[src/rtl/y86_pkg.sv]
// Shared Y86-64 write-back definitions: instruction codes, special register IDs
// and the write-back sequencer state encoding.
package y86_pkg;

  localparam logic [3:0] IHALT   = 4'h0;
  localparam logic [3:0] INOP    = 4'h1;
  localparam logic [3:0] IRRMOVQ = 4'h2;
  localparam logic [3:0] IIRMOVQ = 4'h3;
  localparam logic [3:0] IRMMOVQ = 4'h4;
  localparam logic [3:0] IMRMOVQ = 4'h5;
  localparam logic [3:0] IOPQ    = 4'h6;
  localparam logic [3:0] IJXX    = 4'h7;
  localparam logic [3:0] ICALL   = 4'h8;
  localparam logic [3:0] IRET    = 4'h9;
  localparam logic [3:0] IPUSHQ  = 4'hA;
  localparam logic [3:0] IPOPQ   = 4'hB;

  localparam logic [3:0] RNONE = 4'hF;
  localparam logic [3:0] RRSP  = 4'h4;

  typedef enum logic [1:0] {
    S_IDLE = 2'd0,
    S_WR_E = 2'd1,
    S_WR_M = 2'd2,
    S_SKIP = 2'd3
  } wb_state_e;

endpackage

[src/rtl/wb_dst_decode.sv]
// Combinational destination decode for Y86-64 write-back; shared with the
// pipelined core, so it holds no state.
module wb_dst_decode #(
  parameter logic [3:0] RNONE = y86_pkg::RNONE,
  parameter logic [3:0] RRSP  = y86_pkg::RRSP
) (
  input  logic [3:0] icode,
  input  logic       cnd,
  input  logic [3:0] rA,
  input  logic [3:0] rB,
  output logic [3:0] dstE,
  output logic [3:0] dstM
);
  import y86_pkg::*;

  always_comb begin
    dstE = RNONE;
    dstM = RNONE;
    case (icode)
      IRRMOVQ: if (cnd) dstE = rB;
      IIRMOVQ,
      IOPQ:    dstE = rB;
      IMRMOVQ: dstM = rA;
      ICALL,
      IRET,
      IPUSHQ:  dstE = RRSP;
      IPOPQ: begin
        dstE = RRSP;
        dstM = rA;
      end
      default: ;
    endcase
  end

endmodule

[src/rtl/wb_port_sequencer.sv]
// Serialises the E and M register writes of one Y86-64 instruction onto a
// single register-file write port, E before M.
//
//   state  | meaning
//   IDLE   | waiting for a request; the only state with in_ready=1
//   WR_E   | writing valE to dstE
//   WR_M   | writing valM to dstM
//   SKIP   | instruction with no destination; one cycle to signal done
module wb_port_sequencer #(
  parameter logic [3:0] RNONE = y86_pkg::RNONE,
  parameter logic [3:0] RRSP  = y86_pkg::RRSP
) (
  input  logic        clk,
  input  logic        rst_n,
  input  logic        in_valid,
  output logic        in_ready,
  input  logic [3:0]  icode,
  input  logic        cnd,
  input  logic [3:0]  rA,
  input  logic [3:0]  rB,
  input  logic [63:0] valE,
  input  logic [63:0] valM,
  output logic        wr_en,
  output logic [3:0]  wr_addr,
  output logic [63:0] wr_data,
  output logic        done,
  output logic [31:0] wr_count
);
  import y86_pkg::*;

  wb_state_e   state_q, state_d;
  logic [3:0]  dst_e, dst_m;
  logic [3:0]  dst_e_q, dst_m_q;
  logic [63:0] val_e_q, val_m_q;
  logic        accept;

  wb_dst_decode #(
    .RNONE (RNONE),
    .RRSP  (RRSP)
  ) u_dst_decode (
    .icode (icode),
    .cnd   (cnd),
    .rA    (rA),
    .rB    (rB),
    .dstE  (dst_e),
    .dstM  (dst_m)
  );

  assign in_ready = (state_q == S_IDLE);
  assign accept   = in_valid && in_ready;

  always_comb begin
    state_d = state_q;
    case (state_q)
      S_IDLE: begin
        if (accept) begin
          if (dst_e != RNONE)      state_d = S_WR_E;
          else if (dst_m != RNONE) state_d = S_WR_M;
          else                     state_d = S_SKIP;
        end
      end
      S_WR_E:  state_d = (dst_m_q != RNONE) ? S_WR_M : S_IDLE;
      S_WR_M:  state_d = S_IDLE;
      S_SKIP:  state_d = S_IDLE;
      default: state_d = S_IDLE;
    endcase
  end

  // Decoded destinations are captured instead of the raw fields; the
  // instruction is fully described by them from here on.
  always_ff @(posedge clk or negedge rst_n) begin
    if (!rst_n) begin
      state_q <= S_IDLE;
      dst_e_q <= RNONE;
      dst_m_q <= RNONE;
      val_e_q <= '0;
      val_m_q <= '0;
    end else begin
      state_q <= state_d;
      if (accept) begin
        dst_e_q <= dst_e;
        dst_m_q <= dst_m;
        val_e_q <= valE;
        val_m_q <= valM;
      end
    end
  end

  always_comb begin
    wr_en   = 1'b0;
    wr_addr = RNONE;
    wr_data = '0;
    done    = 1'b0;
    case (state_q)
      S_WR_E: begin
        wr_en   = 1'b1;
        wr_addr = dst_e_q;
        wr_data = val_e_q;
        done    = (dst_m_q == RNONE);
      end
      S_WR_M: begin
        wr_en   = 1'b1;
        wr_addr = dst_m_q;
        wr_data = val_m_q;
        done    = 1'b1;
      end
      S_SKIP:  done = 1'b1;
      default: ;
    endcase
  end

  always_ff @(posedge clk or negedge rst_n) begin
    if (!rst_n)     wr_count <= '0;
    else if (wr_en) wr_count <= wr_count + 32'd1;
  end

endmodule

[config.mk]
export PLATFORM = sky130hd
export DESIGN_NAME = wb_port_sequencer
export DESIGN_NICKNAME = d
export VERILOG_FILES = /design/src/rtl/y86_pkg.sv /design/src/rtl/wb_dst_decode.sv /design/src/rtl/wb_port_sequencer.sv
export SDC_FILE = /design/constraint.sdc
export NUM_CORES = 1
export LEC_CHECK = 0
export ABC_AREA = 0
export BUFFER_PORTS_ARGS = -buffer_cell sky130_fd_sc_hd__buf_4
export CORE_ASPECT_RATIO = 0.8
export CORE_UTILIZATION = 51
export DETAILED_ROUTE_END_ITERATION = 6
export PLACE_DENSITY = 0.76
export SKIP_LAST_GASP = 1
export SYNTH_ARGS = -nofsm -noshare
export SYNTH_HDL_FRONTEND = slang
export SYNTH_SLANG_ARGS = --single-unit
[constraint.sdc]
create_clock -name clk -period 2.2 [get_ports clk]
set_input_delay 0.22 -clock clk [delete_from_list [all_inputs] [get_ports clk]]
set_output_delay 0.22 -clock clk [all_outputs]
set_load 0.01 [all_outputs]
==> key figures <==
Status
  – Status: complete, no violations

Yosys
  – Post-synth top area cell: dfrtp_1
  – Syn Nets: between 700 and 800
  – Post-synthesis compound-gate area fraction: 0.0851
  – Yosys cell types: 37
  – Yosys warns: 0
  – Adder-cell share of the synthesized area: 0.00811
  – Post-synthesis simple-gate area fraction: 0.104
  – Synth Instances: about 600
  – Largest family of logic cells by synthesized area: multiplexers
  – Avg Inst Size Synth: 12.8 um2
  – Area contributors post-synth: dfrtp_1 53%, mux2_2 19%, a22oi_1 6.6%, nor2b_1 5.3%, dfstp_2 2.7%
  – Sequential share of the synthesized area: 0.552
  – Post-Synthesis Cell Area: approximately 0.0077 mm2
  – #FFs+latches synth: 170
  – Mux cell area share after synthesis: 0.191
  – Share of the synthesized area in the top cell type: 0.525
  – Xor-xnor portion of the synthesized cell area: 0.0352

Drt
  – Vias per cell: 5.52
  – Total Wirelength: ~20 mm
  – First-pass DRT Iterations: 4
  – Wire length per cell: 19.1 um
  – DRC: 0
  – Vias: 5739
  – Detail Route Antenna Nets: 0
  – DRT iter0 DRCs: 350

Clock network
  – CTS tree: done
  – Clock Root Buffer: clkbuf_16
  – CTS Buffer Depth: 2
  – CTS Buf Count: 17
  – CTS sink cnt: 170
  – H-tree depth: 4
  – Latest clock arrival within the worst-skew pair: 410 ps
  – Clock slew at reported path FFs: 60 ps

Critical path
  – CP arrival: 1910 ps
  – Startpoint Class: flip-flop
  – Crit-path max FO: 40
  – Crit Path Class: flip-flop to output port
  – Worst Setup End Kind: output port
  – Reg2Reg Depth: 8
  – Flop2flop setup slack: 150 ps
  – Worst path required time: 1980 ps
  – Crit. Startpoint: state_q[0]$_DFFE_PN0P_
  – Worst r2r dst: wr_count[29]$_DFFE_PN0P_
  – Worst flop-to-flop path startpoint: state_q[0]$_DFFE_PN0P_

Final layout
  – Core Util, Final: 0.724
  – Nets: 991
  – Commonest cells after routing, fill and taps aside: 248 x buf_4, 161 x dfrtp_1, 131 x mux2_2, 68 x a22oi_1, 63 x nor2b_1
  – Area growth from synthesis to layout: 36.4%
  – Filler cell count: a little over 1k
  – Diode count: 0
  – Share of post-route cells with drive strength above 1: 0.520
  – Most common cell after layout, fill and taps aside: buf_4

Timing
  – Measured slew at the worst slew-check pin: roughly 530 ps
  – Fin. Hold Viols: 0
  – FMAX: 469 MHz
  – Setup Viol. Count Final: 0
  – Worst hold slack: 33.9 ps
  – Clock Skew: ~9.8 ps
  – Relative slew margins: 0.648
  – Final Critical Period: 2130 ps
  – Fin. max-slew vios: 0
  – Final Cycle Share: 0.969

Flow run
  – Max cap viols: 0

Floorplanning
  – IO Count: 247
  – Num rows: 39
  – Die height: 112 um
  – Initial Utilization: 0.531
  – Die ar.: roughly 0.016 mm2
  – Core Box Area: 0.0145 mm2
  – Die width: 140 um

Placed design
  – DP HPWL: 13.1 mm
  – IO buf count: 246
  – Gpl congestion: ~0.81

Min path
  – Worst Hold Depth: 2
  – Hold WC Path Type: input pin to flip-flop
  – Worst Hold Path EP: val_e_q[8]$_DFFE_PN0P_
  – Hold_sp: valE[8]

Global routing
  – Gr ovfl total: 0
  – Top Usage Layer GRT: met2
  – Met3 Use GR: 0.0781
  – Global-route wire length before repair: 31.8 mm
  – Initial antenna violation count: 0
  – Vias in the first global route: 6094
  – Met2 Track Usage GR: 0.416
  – Total GRT Usage: 0.262
  – Largest net degree at the start of global routing: 81
  – Met1 usage: 0.337

Power and ir drop
  – Max VDD drop: 0.856 mV
  – PnR Total Power: 14.8 mW
  – Static leakage: 4.74 nW
  – P per Cell Area: approximately 1400 mW/mm2
[cells by family (layout without fill, tap and decap cells)]
| kind of cell | after synthesis | in the layout |
|---|---|---|
| compound gates | 88 | 88 |
| simple gates | 133 | 133 |
| buf+inv | 45 | 297 |
| mux | 131 | 131 |
| xor+xnor | 31 | 31 |
| fa+ha+maj | 5 | 5 |
| flops | 170 | 170 |
[synth_stat cells]
| cell type | n |
|---|---|
| dfrtp_1 | 162 |
| mux2_2 | 131 |
| a22oi_1 | 68 |
| nor2b_1 | 65 |
| clkbuf_1 | 28 |
| xnor2_1 | 22 |
| nand2_1 | 18 |
| buf_2 | 12 |
| nand3_1 | 11 |
| nor2_1 | 11 |
| xor2_1 | 9 |
| dfstp_2 | 8 |
| nand4_1 | 8 |
| and4_1 | 5 |
| ha_1 | 5 |
| o22a_1 | 5 |
| and3_1 | 4 |
| o21ai_0 | 4 |
| a31oi_1 | 3 |
| inv_1 | 3 |
| a21boi_0 | 2 |
| buf_1 | 2 |
| nor3_1 | 2 |
| o21bai_1 | 2 |
| a2111o_1 | 1 |
| a211oi_1 | 1 |
| and2_1 | 1 |
| and4_4 | 1 |
| nand3b_1 | 1 |
| nand4_4 | 1 |
| nor3_2 | 1 |
| nor4_2 | 1 |
| nor4b_2 | 1 |
| o211ai_1 | 1 |
| o31ai_1 | 1 |
| or4_1 | 1 |
| or4b_4 | 1 |
[how the worst max path moves through the flow]
stage | slack (ps) | to | depth (start not counted)
floorplan | 130 | wr_count[23]$_DFFE_PN0P_ | 8
global placement | 150 | wr_data[56] | 5
detailed placement | 100 | wr_count[29]$_DFFE_PN0P_ | 8
CTS | 2 | wr_count[29]$_DFFE_PN0P_ | 8
global route | -6 | wr_data[54] | 6
finish | 70 | wr_data[56] | 6
[repair_timing]
item	in CTS	in global routing
pin swaps	0	1
cloned	1	1
hold buffers	1	0
hold endpoints to repair	51	0
setup buffers	0	1
setup endpoints to repair	69	48
resized for setup	5	13
[power breakdown]
part           total, mW  leakage, nW  internal [mW]  switching, mW
registers           5.29         2.05           4.51          0.784
logic               6.71         2.42           3.69           3.02
clock network       2.80        0.274           1.64           1.16
[layer usage]
layer	up-vias	wire, um
li1	2642	-
met5	-	0
met3	34	1470
met1	2849	8540
met4	0	436
met2	214	9420
[through the flow]
stage | TNS [ps] | cell area (um2) | instances | setup slack (ps)
6_report | 0 | 10500 | 1039 | 68.0
5_1_grt | -5.78 | 10500 | 1039 | -5.78
4_1_cts | 0 | 10400 | 1037 | 2.26
3_5_place_dp | 0 | 9810 | 1003 | 102
3_3_place_gp | 0 | 9810 | 1003 | 152
2_1_floorplan | 0 | 7720 | 603 | 126
[registers in the layout (all words and copies together), names as in the netlist]
name and count:
dst_e_q 4, dst_m_q 4, state_q 2, val_m_q 64, wr_count 32, val_e_q 64
[worst max-delay path: stages (launching register included)]
cell	delay, ps
dfrtp_2	420
inv_1	130
ha_2	250
buf_12	240
a22oi_1	110
nor2b_2	190
buf_4	150
[final cells by class]
class,count,area [um2],area share
Sequential cell,170,4270,0.405
Multi-Input combinational cell,388,3330,0.316
Tap cell,184,230,0.0219
Timing Repair Buffer,262,2140,0.203
Clock buffer,24,482,0.0458
Clock inverter,8,71.3,0.00678
Inverter,3,11.3,0.00107
Power figures use the tool's default switching activity.
